File: src/rtl/sipo_pkg.sv
// Shared definitions for the serial-in/parallel-out word assembler:
// default index width, derived word width and serial bit-order encoding.
package sipo_pkg;

  localparam int SEL_W_DEF = 5;

  typedef enum logic {
    ORDER_LSB = 1'b0,
    ORDER_MSB = 1'b1
  } bit_order_e;

  function automatic int data_w(input int sel_w);
    return 1 << sel_w;
  endfunction

endpackage

File: src/rtl/onehot_decoder.sv
// Combinational binary-to-one-hot decoder; SEL_W-bit select drives a
// 2**SEL_W-bit vector with exactly one bit set.
module onehot_decoder #(
  parameter int SEL_W = 5
) (
  input  logic [SEL_W-1:0]      sel,
  output logic [(2**SEL_W)-1:0] onehot
);

  always_comb begin
    onehot      = '0;
    onehot[sel] = 1'b1;
  end

endmodule

File: src/rtl/sipo_word_assembler.sv
// Serial-in/parallel-out word assembler: steers serial bits into an assembly
// register via a registered one-hot enable, hands full words out on valid/ready.
module sipo_word_assembler
  import sipo_pkg::*;
#(
  parameter int SEL_W     = SEL_W_DEF,
  parameter int MSB_FIRST = 0
) (
  input  logic                  CLK,
  input  logic                  RST,
  input  logic                  SIN,
  input  logic                  SIN_VALID,
  output logic                  SIN_READY,
  input  logic                  SYNC,
  output logic [(2**SEL_W)-1:0] POUT,
  output logic                  POUT_VALID,
  input  logic                  POUT_READY,
  output logic [SEL_W-1:0]      BIT_IDX,
  output logic [(2**SEL_W)-1:0] DEC_OUT
);

  localparam int DATA_W = data_w(SEL_W);
  localparam bit_order_e ORDER = (MSB_FIRST != 0) ? ORDER_MSB : ORDER_LSB;
  localparam logic [SEL_W-1:0] IDX_LAST = SEL_W'(DATA_W - 1);
  localparam logic [DATA_W-1:0] DEC_RST =
    (ORDER == ORDER_MSB) ? {1'b1, {(DATA_W-1){1'b0}}} : DATA_W'(1);

  logic [SEL_W-1:0]  idx_p0, idx_nxt, pos_nxt;
  logic [DATA_W-1:0] asm_p0, pout_p0, dec_p0, dec_nxt, merged;
  logic              vld_p0, last, rdy, acc, complete, consume;

  // Stage 0: accept decision, bit merge and next-position decode
  assign last     = (idx_p0 == IDX_LAST);
  assign rdy      = !(last && vld_p0 && !POUT_READY);
  assign acc      = SIN_VALID && rdy;
  // A bit presented together with SYNC is dropped, even on the last position
  assign complete = acc && last && !SYNC;
  assign consume  = vld_p0 && POUT_READY;
  assign merged   = (asm_p0 & ~dec_p0) | (dec_p0 & {DATA_W{SIN}});

  always_comb begin
    idx_nxt = idx_p0;
    if (SYNC)
      idx_nxt = '0;
    else if (acc)
      idx_nxt = idx_p0 + SEL_W'(1);
    pos_nxt = (ORDER == ORDER_MSB) ? ~idx_nxt : idx_nxt;
  end

  onehot_decoder #(.SEL_W(SEL_W)) u_dec (
    .sel    (pos_nxt),
    .onehot (dec_nxt)
  );

  // Stage 0 -> registered state: index, enable, assembly and output hold
  always_ff @(posedge CLK) begin
    if (RST) begin
      idx_p0  <= '0;
      dec_p0  <= DEC_RST;
      asm_p0  <= '0;
      pout_p0 <= '0;
      vld_p0  <= 1'b0;
    end else begin
      idx_p0 <= idx_nxt;
      dec_p0 <= dec_nxt;
      if (SYNC || complete)
        asm_p0 <= '0;
      else if (acc)
        asm_p0 <= merged;
      if (complete)
        pout_p0 <= merged;
      if (complete)
        vld_p0 <= 1'b1;
      else if (consume)
        vld_p0 <= 1'b0;
    end
  end

  assign SIN_READY  = rdy;
  assign POUT       = pout_p0;
  assign POUT_VALID = vld_p0;
  assign BIT_IDX    = idx_p0;
  assign DEC_OUT    = dec_p0;

endmodule

File: config.mk
export PLATFORM = sky130hd
export DESIGN_NAME = sipo_word_assembler
export DESIGN_NICKNAME = d
export VERILOG_FILES = /design/src/rtl/sipo_pkg.sv /design/src/rtl/onehot_decoder.sv /design/src/rtl/sipo_word_assembler.sv
export SDC_FILE = /design/constraint.sdc
export NUM_CORES = 1
export LEC_CHECK = 0
export ABC_AREA = 1
export BUFFER_PORTS_ARGS = -buffer_cell sky130_fd_sc_hd__buf_2
export CORE_MARGIN = 2
export CORE_UTILIZATION = 35
export CTS_BUF_LIST = sky130_fd_sc_hd__clkbuf_2
export DETAILED_ROUTE_END_ITERATION = 16
export GPL_ROUTABILITY_DRIVEN = 0
export GPL_TIMING_DRIVEN = 0
export HOLD_SLACK_MARGIN = 0.05
export MAX_ROUTING_LAYER = met4
export PLACE_DENSITY = 0.64
export SLEW_MARGIN = 5
export SYNTH_ARGS = -nofsm -noshare
export SYNTH_HDL_FRONTEND = slang
export SYNTH_SLANG_ARGS = --single-unit
File: constraint.sdc
create_clock -name CLK -period 5.3 [get_ports CLK]
set_clock_uncertainty 0.15 [all_clocks]
set_input_delay 0.53 -clock CLK [delete_from_list [all_inputs] [get_ports CLK]]
set_output_delay 0.53 -clock CLK [all_outputs]
set_load 0.01 [all_outputs]
### Yosys cells after proc, flatten, opt, wreduce, memory -nomap -nowiden

Index checks and enable logic that the tools add are counted.

| operators by class | value |
|---|---|
| order comparisons | 2 |
| equal/unequal tests | 1 |
| $add $sub $neg | 1 |
| muxes and demuxes | 6 |
| bitwise gates (word level) | 4 |
| reduce and logical (&&, ||, !) cells | 13 |

Operators with widths:

| kind | count |
|---|---|
| bitwise AND 32 bit | 2 |
| inverter 32 bit | 1 |
| bitwise OR 32 bit | 1 |
| two-way mux 5 bit | 2 |
| logical AND 1 bit | 7 |
| less-than comparator 5 x 6 -> 1 bit (second input constant) | 1 |
| adder 5 x 1 -> 5 bit (second input constant) | 1 |
| demux 1 bit (select 5 bit) | 1 |
| equality test 5 bit (second input constant) | 1 |
| greater-or-equal comparator 5 x 1 -> 1 bit (second input constant) | 1 |
| zero test 1 bit | 3 |
| two-way mux 1 bit | 3 |
| nonzero test 2 bit | 1 |
| OR reduction 2 bit | 1 |
| logical OR 1 bit | 1 |

| storage, ports and cells | value |
|---|---|
| register bits | 102 |
| bits of input ports | 6 |
| output and inout bits | 71 |

### Longest topological paths before layout

Gate-level depths: netlist of run 1.

| logic depth | value |
|---|---|
| depth in word-level cells | 11 |
| depth in mapped cells | 13 |

### Modules after synthesis

Synthesis of run 1 repeated with hierarchy kept, for this count alone.

| second synthesis, totals | value |
|---|---|
| cells, all modules | 641 |
| area, all modules | 4485.6 µm² |

Modules (own cells, without submodules):

| module | seq. area each (µm²) | cells each | area each (µm²) | instances |
|---|---|---|---|---|
| sipo_word_assembler | 2042.0 | 591 | 4290.4 | 1 |
| onehot_decoder | 0.0 | 50 | 195.2 | 1 |

### Worst setup path after synthesis of run 1

OpenSTA, ideal clock, no wires.

| timing path | value |
|---|---|
| path type | reg-to-reg |
| from | register idx_p0[0] (netlist: BIT_IDX[0]) |
| to | register dec_p0[26] (netlist: DEC_OUT[26]) |
| stages on the path, launching flop included | 14 |
| library setup time | 0.065 ns |
| required time | 5.085 ns |
| setup slack | 3.242 ns |
| data arrival time | 1.843 ns |
| path through | dfxtp_1 -> ha_1 -> nand2_1 -> nor2_1 -> ha_1 -> nand3_2 -> nand2_2 -> buf_6 -> nand2_1 -> o21ai_2 -> nand2_4 -> nor2_4 -> nand2_2 -> nor2_1 |

| between the ends | value |
|---|---|
| cells in the longest elaborated chain, start to end | 11 |
| elaborated cells on any way between the ends | 13 |

Ends and longest elaborated chain:

| element | RTL line | source |
|---|---|---|
| from (decl) | sipo_word_assembler.sv:28 | `logic [SEL_W-1:0] idx_p0, idx_nxt, pos_nxt;` |
| from (signal assigned) | sipo_word_assembler.sv:64 | `idx_p0 <= idx_nxt;` |
| equality test 5 bit * | sipo_word_assembler.sv:33 | `assign last = (idx_p0 == IDX_LAST);` |
| logical AND 1 bit * (2 in a row) | sipo_word_assembler.sv:34 | `assign rdy = !(last && vld_p0 && !POUT_READY);` |
| zero test 1 bit * | sipo_word_assembler.sv:34 |  |
| via SIN_READY | sipo_word_assembler.sv:13 | `output logic SIN_READY,` |
| logical AND 1 bit * | sipo_word_assembler.sv:35 | `assign acc = SIN_VALID && rdy;` |
| two-way mux 5 bit * | sipo_word_assembler.sv:45 | `else if (acc)` |
| two-way mux 5 bit * | sipo_word_assembler.sv:43 | `if (SYNC)` |
| less-than comparator 5 x 6 -> 1 bit (not written as such) / greater-or-equal comparator 5 x 1 -> 1 bit (equally long branches) | onehot_decoder.sv:12 | `onehot[sel] = 1'b1;` |
| logical AND 1 bit (not written as such) | onehot_decoder.sv:12 |  |
| two-way mux 1 bit (not written as such) | onehot_decoder.sv:12 |  |
| demux 1 bit (select 5 bit) * | -- |  |
| to (signal assigned) | sipo_word_assembler.sv:65 | `dec_p0 <= dec_nxt;` |
| to (decl) | sipo_word_assembler.sv:29 | `logic [DATA_W-1:0] asm_p0, pout_p0, dec_p0, dec_nxt, merged;` |

The timed path passes the listed nets; every way through them passes the cells marked *.
A chain may end at the register's enable or synchronous reset.

### Worst setup path in the final report of run 1

| timing path | value |
|---|---|
| from | register idx_p0[0] (netlist: BIT_IDX[0]) |
| to | register vld_p0 (netlist: POUT_VALID) |

| between the ends | value |
|---|---|
| cells in the longest elaborated chain, start to end | 8 |
| elaborated cells on any way between the ends | 9 |

Ends and longest elaborated chain:

| element | RTL line | source |
|---|---|---|
| equality test 5 bit * | sipo_word_assembler.sv:33 |  |
| logical AND 1 bit (2 in a row) | sipo_word_assembler.sv:34 |  |
| zero test 1 bit | sipo_word_assembler.sv:34 |  |
| logical AND 1 bit | sipo_word_assembler.sv:35 |  |
| logical AND 1 bit * (2 in a row) | sipo_word_assembler.sv:37 | `assign complete = acc && last && !SYNC;` |
| two-way mux 1 bit / nonzero test 2 bit (equally long branches) | -- |  |
| to (signal assigned) | sipo_word_assembler.sv:62 | `vld_p0 <= 1'b0;` |
| to (signal assigned) | sipo_word_assembler.sv:73 | `vld_p0 <= 1'b1;` |
| to (signal assigned) | sipo_word_assembler.sv:75 | `vld_p0 <= 1'b0;` |
| to (decl) | sipo_word_assembler.sv:30 | `logic vld_p0, last, rdy, acc, complete, consume;` |

Every way passes the cells marked *; elsewhere a longest branch is shown, timed or not.

==> results of run 1 <==
through the flow:
stage | cells | instance area [um2] | hold slack [ps] | power [mW]
after floorplan | 448 | 3860 | 291 | 0.828
after global placement | 664 | 4420 | 282 | 0.849
after detailed placement | 664 | 4420 | 284 | 0.850
after CTS | 680 | 4560 | 145 | 1.24
after global routing | 681 | 4560 | 141 | 1.28
final | 681 | 4560 | 170 | 1.23
flip-flops by register name, indices dropped and copies added (netlist names):
name        count
asm_p0         32
POUT           32
POUT_VALID      1
DEC_OUT        32
BIT_IDX         5
worst max path at each step:
stage / startpoint / endpoint / slack [ps] / cells past startpoint
2_1_floorplan: BIT_IDX[0]$_SDFF_PP0_ / DEC_OUT[26]$_SDFF_PP0_ / 3240 / 13
3_3_place_gp: BIT_IDX[0]$_SDFF_PP0_ / DEC_OUT[25]$_SDFF_PP0_ / 3020 / 12
3_5_place_dp: BIT_IDX[0]$_SDFF_PP0_ / DEC_OUT[13]$_SDFF_PP0_ / 2980 / 12
4_1_cts: BIT_IDX[0]$_SDFF_PP0_ / POUT_VALID$_SDFFE_PP0P_ / 2480 / 12
5_1_grt: BIT_IDX[0]$_SDFF_PP0_ / POUT_VALID$_SDFFE_PP0P_ / 2270 / 12
6_report: BIT_IDX[0]$_SDFF_PP0_ / POUT_VALID$_SDFFE_PP0P_ / 2500 / 12
what timing repair did:
action,in CTS,in global routing
hold buffers,2,0
hold endpoints to repair,6,0
gates resized for setup,0,0
cells in the final DEF, fill, tap and decap left out, types with 8 or more instances in the layout:
cell type  synthesis  final
dfxtp_1          102    102
mux2_2            32     32
nor2_1            36     36
nand3_1            8      8
clkbuf_2           0      9
nand2_1           81     81
buf_2             11     87
inv_1             42     42
a21oi_1           65     65
clkbuf_1           8      8
o21ai_0           30     30
cell type report:
class	count	area (um2)	share of cell area (%)
inverters	46	174	3.81
well taps	140	175	3.84
multi-input cells	276	1520	33.4
flip-flops and latches	102	2040	44.8
plain buffers	24	123	2.69
clock buffers	9	45.0	0.988
repair buffers	78	400	8.78
diodes	1	2.50	0.0549
clock inverters	5	76.3	1.67
power by group through the flow:
stage / combinational, mW / clock (mW) / sequential, mW
final: 0.0605 / 0.393 / 0.776
after global routing: 0.0681 / 0.433 / 0.777
after CTS: 0.0612 / 0.405 / 0.776
after detailed placement: 0.0604 / 0 / 0.790
after global placement: 0.0591 / 0 / 0.790
after floorplan: 0.0377 / 0 / 0.790
critical path, stage by stage (launching register included):
cell and delay (ps):
dfxtp_1 470, ha_1 220, nand2_1 70, nor2_1 90, ha_1 220, nand3_2 130, nand2_2 110, inv_2 90
nand3_1 90, buf_4 170, buf_2 270, a21oi_1 90, dlygate4sd3_1 550
cell families (layout without fill, tap and decap cells):
family | count (synthesis) | after routing
AND/OR/NAND/NOR | 143 | 143
multiplexers | 32 | 32
other | 0 | 1
AO/OA/AOI/OAI | 98 | 98
flip-flops | 102 | 102
buffers and inverters | 70 | 162
adder cells (fa/ha/maj) | 2 | 2
XOR/XNOR | 1 | 1
layer usage:
layer	track usage, %	routed length [um]	vias up
li1	-	-	1618
met5	-	0	-
met3	4.06	511	20
met4	9.62	272	0
met2	27.7	4590	92
met1	20.8	4130	1464
==> results.json, run 1 <==
{
  "syn_area_per_cell_um2": 8.62,
  "rsz0062_at_grt": "no",
  "io_buffers": 76,
  "synth.yosys.seq_area_share_pct": 52.9,
  "ir_drop_v": 0.0000963,
  "hp-start": "SIN_VALID",
  "via_per_inst": 4.69,
  "wire_per_inst_um": 13.9,
  "cts_buffer_depth": 2,
  "postSynthCellCount": 448,
  "synthXorXnorAreaFrac_pct": 0.227,
  "grt_usage_pct": 17.6,
  "syn_nets": 456,
  "synthesis.area_mm2": 0.00386,
  "crit_fanout": 10,
  "r2r.worst_path.cells": 12,
  "async_reset_ff_share_pct": 0,
  "hold_end": "BIT_IDX[0]$_SDFF_PP0_",
  "drt.antenna.violating_nets": 0,
  "hpwl_um": 6870,
  "rrSetupSlack_ps": 2500,
  "cp_data_arrival_time_ps": 3150,
  "critPathKind": "flip-flop to flip-flop",
  "preCtsSetupSlack_ps": 2980,
  "drt_wl_total_um": 9500,
  "cts_buffers": 9,
  "clock_sinks": 102,
  "synth_top_family_by_area": "simple AND/OR/NAND/NOR gates",
  "initial_core_util_pct": 35.8,
  "combinationalPowerShare_pct": 4.9,
  "antenna_found_initial": 1,
  "synth_edf_count": 0,
  "whs_path_depth": 4,
  "p_per_area_mw_per_mm2": 270,
  "grt_pass1_vias": 3159,
  "sw_frac_of_total_pct": 23.7,
  "muxShareOfSynthArea_pct": 9.34,
  "min_period_ps": 2800,
  "globalRoute.totalOverflow": 0,
  "synth-adder-area-share_pct": 0.648,
  "synth-compound-area-share_pct": 12.8,
  "synth_cell_types": 27,
  "hold_viol": 0,
  "synth_seq_cells": 102,
  "setup_slack_ps": 2500,
  "maxCapViolCount": 0,
  "area_growth_pct": 18.1,
  "p_clk_share_pct": 31.9,
  "fillCellCount": 1093,
  "yosys-top-cells-count": "dfxtp_1 (102), nand2_1 (81), a21oi_1 (65)",
  "drc": 0,
  "fmax_mhz": 357,
  "fin_setup_tns_ps": 0,
  "cp.required_ps": 5650,
  "synth-simple-area-share_pct": 16.4,
  "synthFlopType": "dfxtp_1",
  "clkLatencyLatePin_ps": 580,
  "yosys.area.top_type_share_pct": 52.9,
  "grt_max_degree": 16,
  "yosysMostFrequentCell": "dfxtp_1",
  "ys_warn_count": 0,
  "h-tree-depth": 3,
  "core_mm2": 0.0108,
  "p_leak_nw": 1.90,
  "tightest_slew_ps": 520,
  "clock-root-buffer": "clkbuf_2",
  "initialDrtViolationCount": 124,
  "power.share.sequential_pct": 63.1,
  "fin_util_pct": 42.2,
  "cts_tree": "done",
  "max_slew_margin_pct": 65.4,
  "status": "finished, final reports clean",
  "worstReg2RegStart": "BIT_IDX[0]$_SDFF_PP0_",
  "setup_viol": 0,
  "rows": 38,
  "p_int_mw": 0.937,
  "synth.largest_area_cell": "dfxtp_1",
  "slew_violations": 0,
  "clk_pin_slew_ps": 240,
  "min_path_type": "primary input to flip-flop",
  "drt_first_pass_iters": 4,
  "synthTopCellsByArea": "dfxtp_1 (53%), mux2_2 (9.3%), a21oi_1 (8.4%), nand2_1 (7.9%), inv_1 (4.1%)",
  "fp.dieW_um": 109,
  "post_cts_buffers": 0,
  "die_area_mm2": 0.0119,
  "die_h_um": 109,
  "nNetsFinal": 545,
  "critPathLaunchType": "flip-flop",
  "period_share_pct": 52.8,
  "vias": 3194,
  "switchingPower_mw": 0.291,
  "drive_gt1_share_pct": 28.5,
  "ios": 77,
  "timing.rr.end": "POUT_VALID$_SDFFE_PP0P_",
  "grt_first_pass_wirelength_um": 15200,
  "endpoint_kind": "flip-flop"
}
Note: power is estimated with default switching activity, not from simulation.
==> inputs of run 2 (changes only) <==
--- a/config.mk
+++ b/config.mk
@@ -5,7 +5,7 @@
 export SDC_FILE = /design/constraint.sdc
 export NUM_CORES = 1
 export LEC_CHECK = 0
-export ABC_AREA = 1
+export ABC_AREA = 0
 export BUFFER_PORTS_ARGS = -buffer_cell sky130_fd_sc_hd__buf_2
 export CORE_MARGIN = 2
 export CORE_UTILIZATION = 35
@@ -15,7 +15,7 @@
 export GPL_TIMING_DRIVEN = 0
 export HOLD_SLACK_MARGIN = 0.05
 export MAX_ROUTING_LAYER = met4
-export PLACE_DENSITY = 0.64
+export PLACE_DENSITY = 0.63
 export SLEW_MARGIN = 5
 export SYNTH_ARGS = -nofsm -noshare
 export SYNTH_HDL_FRONTEND = slang
==> constraint.sdc (replaced) <==
create_clock -name CLK -period 2.8 [get_ports CLK]
set_clock_uncertainty 0.15 [all_clocks]
set_input_delay 0.28 -clock CLK [delete_from_list [all_inputs] [get_ports CLK]]
set_output_delay 0.28 -clock CLK [all_outputs]
set_load 0.01 [all_outputs]
==> run 2 against run 1 <==
Against the previous run:
- synthesized cell count increased by 6.3%
- cell count increased by 5.3%
- non-clock buffer count increased by 15
- total power increased by 89%
- sequential share of layout area decreased by 4.3 points
- register-to-register slack got worse by 2300 ps
- global-route usage increased by 0.49 points
- via count increased by 21%
- critical endpoint is now SIN_READY
- largest power group unchanged
- highest routed layer unchanged
==> results.json, run 2 <==
{
  "status": "finished, final reports clean",
  "grt_util_met1_pct": 23.2,
  "grt_usage_pct": 18.1,
  "synth.largest_area_cell": "dfxtp_1",
  "nNetsFinal": 574,
  "cts_buffer_depth": 2,
  "period_share_pct": 94.5,
  "crit_fanout": 19,
  "hpwl_um": 8170,
  "r2r.worst_path.cells": 8,
  "p_per_area_mw_per_mm2": 458,
  "critPathLaunchType": "flip-flop",
  "setup_slack_ps": 155,
  "drt.antenna.violating_nets": 0,
  "die_h_um": 115,
  "clock_sinks": 102,
  "synth_seq_cells": 102,
  "crit_buf_inv": 3,
  "clkLatencyLatePin_ps": 540,
  "fillCellCount": 1185,
  "grt_max_degree": 20,
  "vias": 3851,
  "synth_cell_types": 48,
  "met3_usage_pct": 3.11,
  "cp.depth": 7,
  "cp.required_ps": 2370,
  "h-tree-depth": 3,
  "initialDrtViolationCount": 356,
  "syn_area_per_cell_um2": 9.06,
  "die_area_mm2": 0.0132,
  "area_growth_pct": 17.4,
  "crit_family": "buffers and inverters",
  "synthTopCellsByArea": "dfxtp_1 (47%), nand3_1 (7.7%), mux2i_1 (7.4%), a211oi_2 (6.1%), nor2_1 (5.9%)",
  "hold_viol": 0,
  "via_per_inst": 5.37,
  "fp.dieW_um": 115,
  "synthesis.area_mm2": 0.00431,
  "wire_per_inst_um": 15.8,
  "setup_viol": 0,
  "insertedDiodeCount": 0,
  "synth_edf_count": 0,
  "initial_core_util_pct": 35.9,
  "syn_nets": 484,
  "clk_pin_slew_ps": 270,
  "rsz0062_at_grt": "no",
  "endpoint_kind": "primary output",
  "postSynthCellCount": 476,
  "final_common_cell": "dfxtp_1",
  "whs_path_depth": 5,
  "grt_first_pass_wirelength_um": 18400,
  "busiest_layer": "met2",
  "cts_buffers": 9,
  "crit_path_top_delay_cell": "dfxtp_4",
  "antenna_found_initial": 0,
  "tightest_slew_ps": 891,
  "globalRoute.totalOverflow": 0,
  "slew_violations": 0,
  "fmax_mhz": 378,
  "maxCapViolCount": 0,
  "p_leak_nw": 1.77,
  "rows": 40,
  "preCtsSetupSlack_ps": -63.7,
  "drt_wl_total_um": 11300,
  "yosysMostFrequentCell": "dfxtp_1",
  "ys_warn_count": 0,
  "fin_setup_tns_ps": 0,
  "min_path_type": "primary input to flip-flop",
  "drc": 0,
  "min_period_ps": 2650,
  "core_mm2": 0.0120,
  "yosys-top-cells-count": "dfxtp_1 (102), nor2_1 (68), nand3_1 (66)",
  "ir_drop_v": 0.000280,
  "cp_data_arrival_time_ps": 2220,
  "p_total_mw": 2.32,
  "max_slew_margin_pct": 40.1,
  "met2_usage_pct": 29.3,
  "mostFrequentLayoutCells": "dfxtp_1 (100), buf_2 (88), nor2_1 (68)",
  "grt_pass1_vias": 3592,
  "critPathKind": "flip-flop to primary output",
  "drive_gt1_share_pct": 26.1,
  "yosys.area.top_type_share_pct": 47.3,
  "crit_path_max_incr_delay_ps": 410,
  "cp_cell_sequence": "ha_2 > and3_1 > ha_1 > and3b_2 > inv_6 > buf_12 > buf_2",
  "cts_tree": "done",
  "clock-root-buffer": "clkbuf_2",
  "async_reset_ff_share_pct": 0,
  "io_buffers": 74,
  "synthFlopType": "dfxtp_1",
  "drt_first_pass_iters": 5,
  "synth.yosys.seq_area_share_pct": 47.3,
  "ios": 77
}
[run 2: cell type report]
type                            count  area, um2  share of cell area, %
Inverter                            7       31.3                  0.618
Multi-Input combinational cell    329       2040                   40.3
Clock buffer                        9       45.0                  0.889
Clock inverter                      6       80.1                   1.58
Buffer                             37        210                   4.15
Timing Repair Buffer               80        425                   8.40
Sequential cell                   102       2050                   40.5
Tap cell                          147        184                   3.63
[run 2: kinds of logic after synthesis]
| family | after synthesis | synth area share (%) |
|---|---|---|
| DFF | 102 | 47.3 |
| muxes | 32 | 7.42 |
| AOI/OAI and AO/OA | 93 | 17.4 |
| buffers and inverters | 45 | 5.45 |
| xor gates and xnor gates | 2 | 0.406 |
| and+or+nand+nor | 200 | 21.4 |
| adders and majority gates | 2 | 0.580 |
[run 2: metrics by stage]
stage | hold WS (ps) | cells | instance area [um2] | utilization [%]
2_1_floorplan | 274 | 476 | 4310 | -
3_3_place_gp | 292 | 697 | 4870 | 40.5
3_5_place_dp | 297 | 697 | 4870 | 40.5
4_1_cts | 72.7 | 716 | 5050 | 42.1
5_1_grt | 58.4 | 717 | 5060 | 42.2
6_report | 120 | 717 | 5060 | 42.2
[run 2: where the power goes]
part           total [mW]  internal, mW  leakage [nW]  switching [mW]
sequential           1.46          1.46         0.823         0.00340
clock               0.732         0.218        0.0717           0.515
combinational       0.124        0.0362         0.879          0.0878
total                2.32          1.71          1.77           0.606
[run 2: layer usage]
metal  routed length, um  share of wire [%]
met1                5190                 46
met2                5400                 48
met3                 627                5.5
met4                 131                1.2
met5                   0                  0
[run 2: path summary, 6_finish.rpt]
path / end / slack, ps / from
worst max register to register: DEC_OUT[10]$_SDFF_PP0_ / 160 / BIT_IDX[0]$_SDFF_PP0_
worst min-delay path: asm_p0[0]$_SDFFE_PP0N_ / 120 / SIN_VALID
worst max-delay path: SIN_READY / 150 / BIT_IDX[0]$_SDFF_PP0_
worst min register to register: asm_p0[24]$_SDFFE_PP0N_ / 320 / asm_p0[24]$_SDFFE_PP0N_
[run 2: worst min-delay path, cell delays in order]
cell,delay [ps]
buf_2,120
inv_2,160
nor2_4,110
nand3_1,90
a21oi_1,60
[run 2: repair_timing]
action / 4_1_cts / 5_1_grt
hold endpoints to repair: 20 / 0
setup buffers: 1 / 1
hold buffers: 4 / 0
gates resized for setup: 6 / 2
pin swaps: 0 / 0
endpoints found under the setup margin: 5 / 3
==> inputs of run 3 (changes only) <==
--- a/config.mk
+++ b/config.mk
@@ -8,14 +8,14 @@
 export ABC_AREA = 0
 export BUFFER_PORTS_ARGS = -buffer_cell sky130_fd_sc_hd__buf_2
 export CORE_MARGIN = 2
-export CORE_UTILIZATION = 35
+export CORE_UTILIZATION = 58
 export CTS_BUF_LIST = sky130_fd_sc_hd__clkbuf_2
 export DETAILED_ROUTE_END_ITERATION = 16
 export GPL_ROUTABILITY_DRIVEN = 0
 export GPL_TIMING_DRIVEN = 0
 export HOLD_SLACK_MARGIN = 0.05
 export MAX_ROUTING_LAYER = met4
-export PLACE_DENSITY = 0.63
+export PLACE_DENSITY = 0.91
 export SLEW_MARGIN = 5
 export SYNTH_ARGS = -nofsm -noshare
 export SYNTH_HDL_FRONTEND = slang
==> run 3 against run 2 <==
Against the previous run:
- cell area down 0.47%
- sequential power hardly changed
- critical path depth increased by 2
- cell count down 6.1%
- die area is 38% lower
- critical path type is now flip-flop to flip-flop
==> results.json, run 3 (synthesized netlist as in run 2, its figures left out) <==
{
  "status": "finished, final reports clean",
  "drive_gt1_share_pct": 26.5,
  "clkLatencyLatePin_ps": 600,
  "crit_path_max_incr_delay_ps": 420,
  "critPathMostFrequentCell": "buf_4",
  "final_common_cell": "dfxtp_1",
  "fin_util_pct": 69.9,
  "antenna_found_initial": 0,
  "insertedDiodeCount": 0,
  "grt_usage_pct": 28.8,
  "clock_sinks": 102,
  "drc": 0,
  "min_period_ps": 2710,
  "io_buffers": 74,
  "drt_first_pass_iters": 5,
  "timing.rr.end": "DEC_OUT[7]$_SDFF_PP0_",
  "combinationalPowerShare_pct": 5.5,
  "h-tree-depth": 3,
  "die_area_mm2": 0.00814,
  "clk_pin_slew_ps": 280,
  "nNetsFinal": 577,
  "max_slew_margin_pct": 43.9,
  "rrSetupSlack_ps": 90,
  "critPathLaunchType": "flip-flop",
  "vias": 3990,
  "grt_first_pass_wirelength_um": 18400,
  "period_share_pct": 96.8,
  "globalRoute.totalOverflow": 0,
  "rows": 31,
  "switchingPower_mw": 0.606,
  "drt_wl_total_um": 11400,
  "fin_hold_ws_ps": 289,
  "cp_cell_sequence": "ha_4 > and3_1 > ha_1 > and3b_2 > buf_4 > buf_4 > nor4_1 > o21ai_0 > nor2_1",
  "cp_data_arrival_time_ps": 3110,
  "dp.cells": 649,
  "mostFrequentLayoutCells": "dfxtp_1 (99), buf_2 (87), nor2_1 (68)",
  "p_per_area_mw_per_mm2": 460,
  "ios": 77,
  "initialDrtViolationCount": 310,
  "fillCellCount": 588,
  "cts_tree": "done",
  "p_total_mw": 2.32,
  "whs_path_depth": 3,
  "hold_viol": 0,
  "sw_frac_of_total_pct": 26.1,
  "core_mm2": 0.00721,
  "via_per_inst": 5.93,
  "critPathKind": "flip-flop to flip-flop",
  "maxCapViolCount": 0,
  "hold_end": "POUT[0]$_SDFFE_PP0P_",
  "grt_max_degree": 20,
  "clock-root-buffer": "clkbuf_2",
  "worstReg2RegStart": "BIT_IDX[0]$_SDFF_PP0_",
  "hp-start": "RST",
  "p_int_mw": 1.72,
  "hpwl_um": 7770,
  "drt.antenna.violating_nets": 0,
  "setup_viol": 0,
  "fp.dieW_um": 90.2,
  "p_clk_share_pct": 31.4,
  "tightest_slew_ps": 833,
  "area_growth_pct": 16.9,
  "crit_fanout": 10,
  "cts_buffers": 9,
  "r2r.worst_path.cells": 9,
  "fmax_mhz": 369,
  "die_h_um": 90.2,
  "min_path_type": "primary input to flip-flop",
  "cp.required_ps": 3190,
  "wire_per_inst_um": 16.9,
  "slew_violations": 0,
  "stdcell_count": 673,
  "initial_core_util_pct": 59.8,
  "p_leak_nw": 1.79,
  "endpoint_kind": "flip-flop",
  "fin_setup_tns_ps": 0,
  "power.share.sequential_pct": 63.1,
  "crit_path_top_delay_cell": "dfxtp_4",
  "cts_buffer_depth": 2,
  "grt_pass1_vias": 3763,
  "ir_drop_v": 0.000289
}
-- run 3: changes by cell type in the layout (fill, tap and decap cells not counted), sizes merged --
| cell | change |
|---|---|
| clkbuf | +2 |
| dlygate4sd3 | +2 |
| clkinvlp | +1 |
| inv | -1 |
-- run 3: how the worst max path moves through the flow --
stage	to	depth (start not counted)	start
floorplan	DEC_OUT[10]$_SDFF_PP0_	8	BIT_IDX[1]$_SDFF_PP0_
global placement	DEC_OUT[10]$_SDFF_PP0_	8	BIT_IDX[1]$_SDFF_PP0_
detailed placement	DEC_OUT[26]$_SDFF_PP0_	8	BIT_IDX[1]$_SDFF_PP0_
CTS	SIN_READY	7	BIT_IDX[0]$_SDFF_PP0_
global route	SIN_READY	7	BIT_IDX[3]$_SDFF_PP0_
finish	DEC_OUT[7]$_SDFF_PP0_	9	BIT_IDX[0]$_SDFF_PP0_
-- run 3: final cells by class --
class	count	area, um2	area share (%)
plain buffers	37	213	4.22
clock buffers	10	50.0	0.993
clock inverters	6	70.1	1.39
inverters	7	31.3	0.621
multi-input cells	329	2050	40.7
flip-flops and latches	102	2050	40.7
well taps	99	124	2.46
repair buffers	83	453	8.98
-- run 3: layer usage --
| layer | global-route usage (%) | wire, um | vias up |
|---|---|---|---|
| met3 | 6.45 | 956 | 33 |
| met4 | 10.1 | 268 | 0 |
| li1 | - | - | 1871 |
| met2 | 46.8 | 5680 | 212 |
| met5 | - | 0 | - |
| met1 | 35.4 | 4500 | 1874 |
-- run 3: repair_timing --
action | 4_1_cts | 5_1_grt
hold endpoints to repair | 23 | 0
gates cloned | 0 | 0
hold buffers | 6 | 0
buffers inserted | 2 | 1
resized for setup | 6 | 6
setup endpoints to repair | 4 | 1
-- run 3: power by group through the flow --
stage | Clock (mW) | Sequential [mW] | Combinational, mW
2_1_floorplan | 0 | 1.49 | 0.0786
3_3_place_gp | 0 | 1.49 | 0.110
3_5_place_dp | 0 | 1.49 | 0.113
4_1_cts | 0.726 | 1.46 | 0.122
5_1_grt | 0.792 | 1.47 | 0.135
6_report | 0.729 | 1.46 | 0.127
-- run 3: metrics by stage --
step | setup WS, ps | cell area (um2)
CTS | 9.10 | 5010
detailed placement | 25.4 | 4810
global route | -4.48 | 5040
floorplan | 533 | 4310
global placement | 71.2 | 4810
finish | 88.8 | 5040
-- run 3: worst max-delay path, delay by kind of cell (launching register included) --
family	cells	cell delay, ps
buffers and inverters	2	310
adder cells (fa/ha/maj)	2	360
AND/OR/NAND/NOR	4	1030
flip-flops	1	420
AO/OA/AOI/OAI	1	390
